[src/rtl/msk_hpc3_rnd_source_pkg.sv]
// rtl/msk_hpc3_rnd_source_pkg.sv - shared constants and helpers for the HPC3 randomness source
// Purpose: FSM encoding, LFSR tap positions, zero-seed fallback and the
// per-gadget fresh-randomness width function shared with the gadget family.
package msk_hpc3_rnd_source_pkg;

  localparam logic [1:0] ST_UNSEEDED = 2'd0;
  localparam logic [1:0] ST_WARMUP   = 2'd1;
  localparam logic [1:0] ST_RUN      = 2'd2;

  // Fibonacci taps 64,63,61,60 expressed as 0-based bit indices.
  localparam int LFSR_TAP0 = 63;
  localparam int LFSR_TAP1 = 62;
  localparam int LFSR_TAP2 = 60;
  localparam int LFSR_TAP3 = 59;

  // An all-zero LFSR state is a fixed point, so a zero seed is replaced.
  localparam logic [63:0] SEED_FALLBACK_DEF = 64'hACE1_ACE1_ACE1_ACE1;

  // Fresh bits one HPC3 gadget consumes per cycle (rnd0 and rnd1 halves).
  function automatic int hpc3rnd(input int shares);
    return shares * (shares - 1);
  endfunction

endpackage

[src/rtl/msk_lfsr64_unroll.sv]
// rtl/msk_lfsr64_unroll.sv - combinational STEPS-fold unroll of the 64-bit Fibonacci LFSR
// Purpose: advances the LFSR STEPS times in one cycle.
// Ports:
//   state_i  current 64-bit state
//   state_o  state after STEPS steps
//   bits_o   feedback bit of step i in bit i (step 0 first)
module msk_lfsr64_unroll
  import msk_hpc3_rnd_source_pkg::*;
#(
  parameter int STEPS = 2
) (
  input  logic [63:0]      state_i,
  output logic [63:0]      state_o,
  output logic [STEPS-1:0] bits_o
);

  logic [63:0] walk;

  always_comb begin
    walk   = state_i;
    bits_o = '0;
    for (int i = 0; i < STEPS; i++) begin
      bits_o[i] = walk[LFSR_TAP0] ^ walk[LFSR_TAP1] ^ walk[LFSR_TAP2] ^ walk[LFSR_TAP3];
      walk      = {walk[62:0], bits_o[i]};
    end
    state_o = walk;
  end

endmodule

[src/rtl/msk_hpc3_rnd_source.sv]
// rtl/msk_hpc3_rnd_source.sv - seeded fresh-randomness streamer for NGADGETS parallel HPC3 gadgets
// Purpose: accepts a 64-bit seed, warms the LFSR up for WARMUP_CYC cycles,
// then streams RND_W-bit words on a valid/ready output.
// Ports:
//   clk, rst                  clock, synchronous active-high reset
//   seed_valid/ready/data     seed handshake (accepted in UNSEEDED and RUN)
//   rnd_valid/ready/out       randomness word stream, rnd_out is a register
//   word_cnt                  words consumed since last seed, saturating
module msk_hpc3_rnd_source
  import msk_hpc3_rnd_source_pkg::*;
#(
  parameter int          d             = 2,
  parameter int          NGADGETS      = 1,
  parameter int          WARMUP_CYC    = 16,
  parameter logic [63:0] SEED_FALLBACK = SEED_FALLBACK_DEF,
  localparam int         RND_W         = NGADGETS * hpc3rnd(d)
) (
  input  logic             clk,
  input  logic             rst,
  input  logic             seed_valid,
  output logic             seed_ready,
  input  logic [63:0]      seed_data,
  output logic             rnd_valid,
  input  logic             rnd_ready,
  output logic [RND_W-1:0] rnd_out,
  output logic [31:0]      word_cnt
);

  logic [1:0]       fsm_q, fsm_d;
  logic [63:0]      lfsr_q, lfsr_d;
  logic [RND_W-1:0] rnd_q, rnd_d;
  logic             valid_q, valid_d;
  logic [31:0]      word_cnt_q, word_cnt_d;
  logic [31:0]      warm_q, warm_d;

  logic [63:0]      lfsr_nxt;
  logic [RND_W-1:0] lfsr_bits;
  logic             seed_hs;
  logic             out_hs;

  msk_lfsr64_unroll #(.STEPS(RND_W)) u_unroll (
    .state_i (lfsr_q),
    .state_o (lfsr_nxt),
    .bits_o  (lfsr_bits)
  );

  assign seed_ready = (fsm_q != ST_WARMUP);
  assign seed_hs    = seed_valid & seed_ready;
  assign out_hs     = valid_q & rnd_ready;

  assign rnd_valid  = valid_q;
  assign rnd_out    = rnd_q;
  assign word_cnt   = word_cnt_q;

  always_comb begin
    fsm_d      = fsm_q;
    lfsr_d     = lfsr_q;
    rnd_d      = rnd_q;
    valid_d    = valid_q;
    word_cnt_d = word_cnt_q;
    warm_d     = warm_q;

    // A seed handshake restarts the stream and takes priority over a
    // concurrent output handshake, whose word is then not counted.
    if (seed_hs) begin
      lfsr_d     = (seed_data == 64'd0) ? SEED_FALLBACK : seed_data;
      warm_d     = 32'(WARMUP_CYC - 1);
      valid_d    = 1'b0;
      word_cnt_d = 32'd0;
      fsm_d      = ST_WARMUP;
    end else begin
      case (fsm_q)
        ST_WARMUP: begin
          lfsr_d = lfsr_nxt;
          if (warm_q == 32'd0) begin
            rnd_d   = lfsr_bits;
            valid_d = 1'b1;
            fsm_d   = ST_RUN;
          end else begin
            warm_d = warm_q - 32'd1;
          end
        end
        ST_RUN: begin
          if (out_hs) begin
            lfsr_d = lfsr_nxt;
            rnd_d  = lfsr_bits;
            if (word_cnt_q != 32'hFFFF_FFFF) word_cnt_d = word_cnt_q + 32'd1;
          end
        end
        ST_UNSEEDED: ;
        default: fsm_d = ST_UNSEEDED;
      endcase
    end
  end

  always_ff @(posedge clk) begin
    if (rst) begin
      fsm_q      <= ST_UNSEEDED;
      lfsr_q     <= 64'd0;
      rnd_q      <= '0;
      valid_q    <= 1'b0;
      word_cnt_q <= 32'd0;
      warm_q     <= 32'd0;
    end else begin
      fsm_q      <= fsm_d;
      lfsr_q     <= lfsr_d;
      rnd_q      <= rnd_d;
      valid_q    <= valid_d;
      word_cnt_q <= word_cnt_d;
      warm_q     <= warm_d;
    end
  end

endmodule

[config.mk]
export PLATFORM = sky130hd
export DESIGN_NAME = msk_hpc3_rnd_source
export DESIGN_NICKNAME = d
export VERILOG_FILES = /design/src/rtl/msk_hpc3_rnd_source_pkg.sv /design/src/rtl/msk_lfsr64_unroll.sv /design/src/rtl/msk_hpc3_rnd_source.sv
export SDC_FILE = /design/constraint.sdc
export NUM_CORES = 1
export LEC_CHECK = 0
export ABC_AREA = 0
export CAP_MARGIN = 30
export CORE_ASPECT_RATIO = 1.25
export CORE_UTILIZATION = 33
export DETAILED_ROUTE_END_ITERATION = 10
export SLEW_MARGIN = 20
export SYNTH_ARGS = -nofsm -noshare
export SYNTH_HDL_FRONTEND = slang
export SYNTH_SLANG_ARGS = --single-unit
[constraint.sdc]
create_clock -name clk -period 6.78 [get_ports clk]
set_clock_uncertainty 0.05 [all_clocks]
set_input_delay 1.356 -clock clk [delete_from_list [all_inputs] [get_ports clk]]
set_output_delay 1.356 -clock clk [all_outputs]
set_load 0.02 [all_outputs]
==> impl_metrics.csv <==
group,metric,value,unit
timing,tightest_slew,0.833,ns
clock_network,root_buffer,"clkbuf_16",
finish,fin_util,42.8,%
synthesis,syn_inst,842,
clock_network,cts_resized,0,
route,post-route-drc-count,0,
synthesis,synthTopCellsByCount,"133 x dfxtp_1, 97 x nand2_1, 95 x nor2_1, 54 x clkbuf_1, 49 x nor3_1",
worst_setup_path,worst_r2r_startpoint,"fsm_q[0]",
worst_setup_path,crit_fanout,13,
worst_setup_path,start_kind,"primary input",
clock_network,post-cts-setup-buffer-count,0,
floorplanning,die_y,162,um
synthesis,ys.flop_type,"dfxtp_1",
clock_network,clock_latency,0.42,ns
grt,grt_usage,19.2,%
place,place_area,8010,sq um
route,drt-pass1-iter-count,5,
synthesis,ys_seq_area_share,39.5,%
clock_network,cts_sinks,133,
floorplanning,initial_core_util,33.5,%
route,vias_per_cell,5.54,
synthesis,synth-seq-cells,133,
finish,insertedDiodeCount,0,
timing,rsz0062_at_grt,"false",
floorplanning,rows,58,
power,p_leak,2.86,nW
place,gp_congestion,0.786,
floorplanning,pin_count,104,
synthesis,yosysTopAreaCellShare,39.5,%
floorplanning,die_x,130,um
worst_setup_path,path_class,"primary input to flip-flop",
grt,antenna_found_initial,0,
clock_network,cts_buffer_depth,2,
timing,period_minus_slack,3.74,ns
synthesis,synth_top_area_cell,"dfxtp_1",
timing,fin_crit_sh,55.2,%
power,p_per_area,265,nW/um^2
route,initialDrtViolationCount,501,
synthesis,synth_warnings,0,
grt,grt_max_degree,91,
finish,area_growth_syn_to_layout,27.7,%
route,ant_nets,0,
clock_network,cts_hold_buf,0,
worst_setup_path,startpoint,"rnd_ready",
clock_network,cts_buffers,17,
worst_setup_path,worstPathArrival,4.04,ns
grt,first_global_vias,6287,
power,ir_worst_vdd,0.000177,V
clock_network,cts_tree,"yes",
run_status,status,"complete, no violations",
synthesis,synthTopCellsByArea,"dfxtp_1 40%, nand2_1 5.4%, nor2_1 5.3%, o41ai_1 4.3%, a311oi_1 4.2%",
grt,grt_pass1_wl,32.1,mm
synthesis,syn_avg_cell_area,8.01,sq um
place,portBuffers,103,
route,wl,19.3,mm
clock_network,clk_pin_slew,0.06,ns
synthesis,synthArstFlopShare,0,%
synthesis,yosysUniqueCellTypes,47,
run,maxCapViolCount,0,
finish,nets,987,
timing,hold_violations,0,
timing,max_clock_freq,267,MHz
synthesis,synth_fp_nets,915,
timing,setup_ws,3.04,ns
timing,fin_setup_tns,0,ns
finish,drive_gt1_share,6.91,%
finish,finish.instance_area,8600,sq um
timing,slew_viol_final,0,
floorplanning,die_area,21000,sq um
timing,max_slew_margin,44.4,%
synthesis,synth-edff-count,0,
timing,setup_violations,0,
floorplanning,core-area,20100,sq um
route,wire_per_inst,16.1,um
worst_hold_path,hold_start,"lfsr_q[48]",
place,place_ws,2.54,ns
worst_setup_path,cp.required,7.08,ns
place,detailed_place_hpwl,12.9,mm
clock_network,htreeDepth,4,
synthesis,yosysMostFrequentCell,"dfxtp_1",
worst_setup_path,endpoint_kind,"flip-flop",
route,num_vias,6629,
synthesis,syn-cell-area,6740,sq um
grt,overflow,0,
worst_hold_path,hp-class,"flip-flop to flip-flop",
==> path summary, 6_finish.rpt <==
path / endpoint / slack, ns / cells past startpoint
max: word_cnt[30] / 3.04 / 6
min: lfsr_q[50] / 0.43 / 2
max reg2reg: word_cnt[30] / 3.79 / 7
min reg2reg: lfsr_q[50] / 0.43 / 2
==> state kept, by name, indices dropped and copies added, names as in the netlist <==
name and flops:
fsm_q 2, lfsr_q 64, rnd_out 2, rnd_valid 1, warm_q 32, word_cnt 32
==> cell usage in the layout (no fill, tap or decap), types with 31 or more instances in the layout <==
cell             Yosys  routed
o41ai_1             33      33
a311oi_1            32      32
clkdlybuf4s50_1      0     102
nand2_1             97      97
dfxtp_1            133     133
nand3b_1            31      31
or3_1               32      32
nor3_1              49      49
a21oi_1             38      38
nor2_1              95      95
==> per-layer routing <==
layer  vias up  wire, um  global-route usage [%]
li1       3322         -                       -
met1      3111      8960                    25.0
met2       174      9240                    31.5
met5         -         0                       0
met4         0       313                    7.03
met3        22       783                    3.52
==> logic make-up (layout without fill, tap and decap cells) <==
kind of cell,Yosys count,in the layout,share of synthesized area (%)
XOR/XNOR,17,17,2.21
AND/OR/NAND/NOR,439,439,34.1
multiplexers,11,11,1.67
AO/OA/AOI/OAI,164,164,17.5
flip-flops,133,133,39.5
buffers and inverters,73,157,4.12
adder cells (fa/ha/maj),5,5,0.928
==> area by class of cell <==
cell class              instances  area, sq um
clock buffers                  20          437
clock inverters                11          159
fillers                      2004        11500
inverters                       8         30.0
multi-input cells             636         3820
flip-flops and latches        133         2660
well taps                     270          338
repair buffers                118         1150
==> critical path: stages <==
cell and delay [ns]:
clkdlybuf4s50_1 0.52, and3_1 0.39, nand4_1 0.32, or4_1 0.78, or4_1 0.53, a21oi_1 0.14
==> power breakdown <==
part | internal [mW] | switching (mW) | total, mW | leakage, nW
clock network | 0.610 | 0.346 | 0.956 | 0.297
logic | 0.173 | 0.257 | 0.430 | 1.48
registers | 0.849 | 0.0416 | 0.891 | 1.09
==> metrics by stage <==
step,cells,hold WS [ns],total power [mW]
global placement,1164,0.405,1.33
global route,1196,0.440,2.39
floorplan,842,0.393,1.19
finish,1196,0.429,2.28
detailed placement,1165,0.418,1.34
CTS,1196,0.427,2.30
Note: power is estimated with default switching activity, not from simulation.
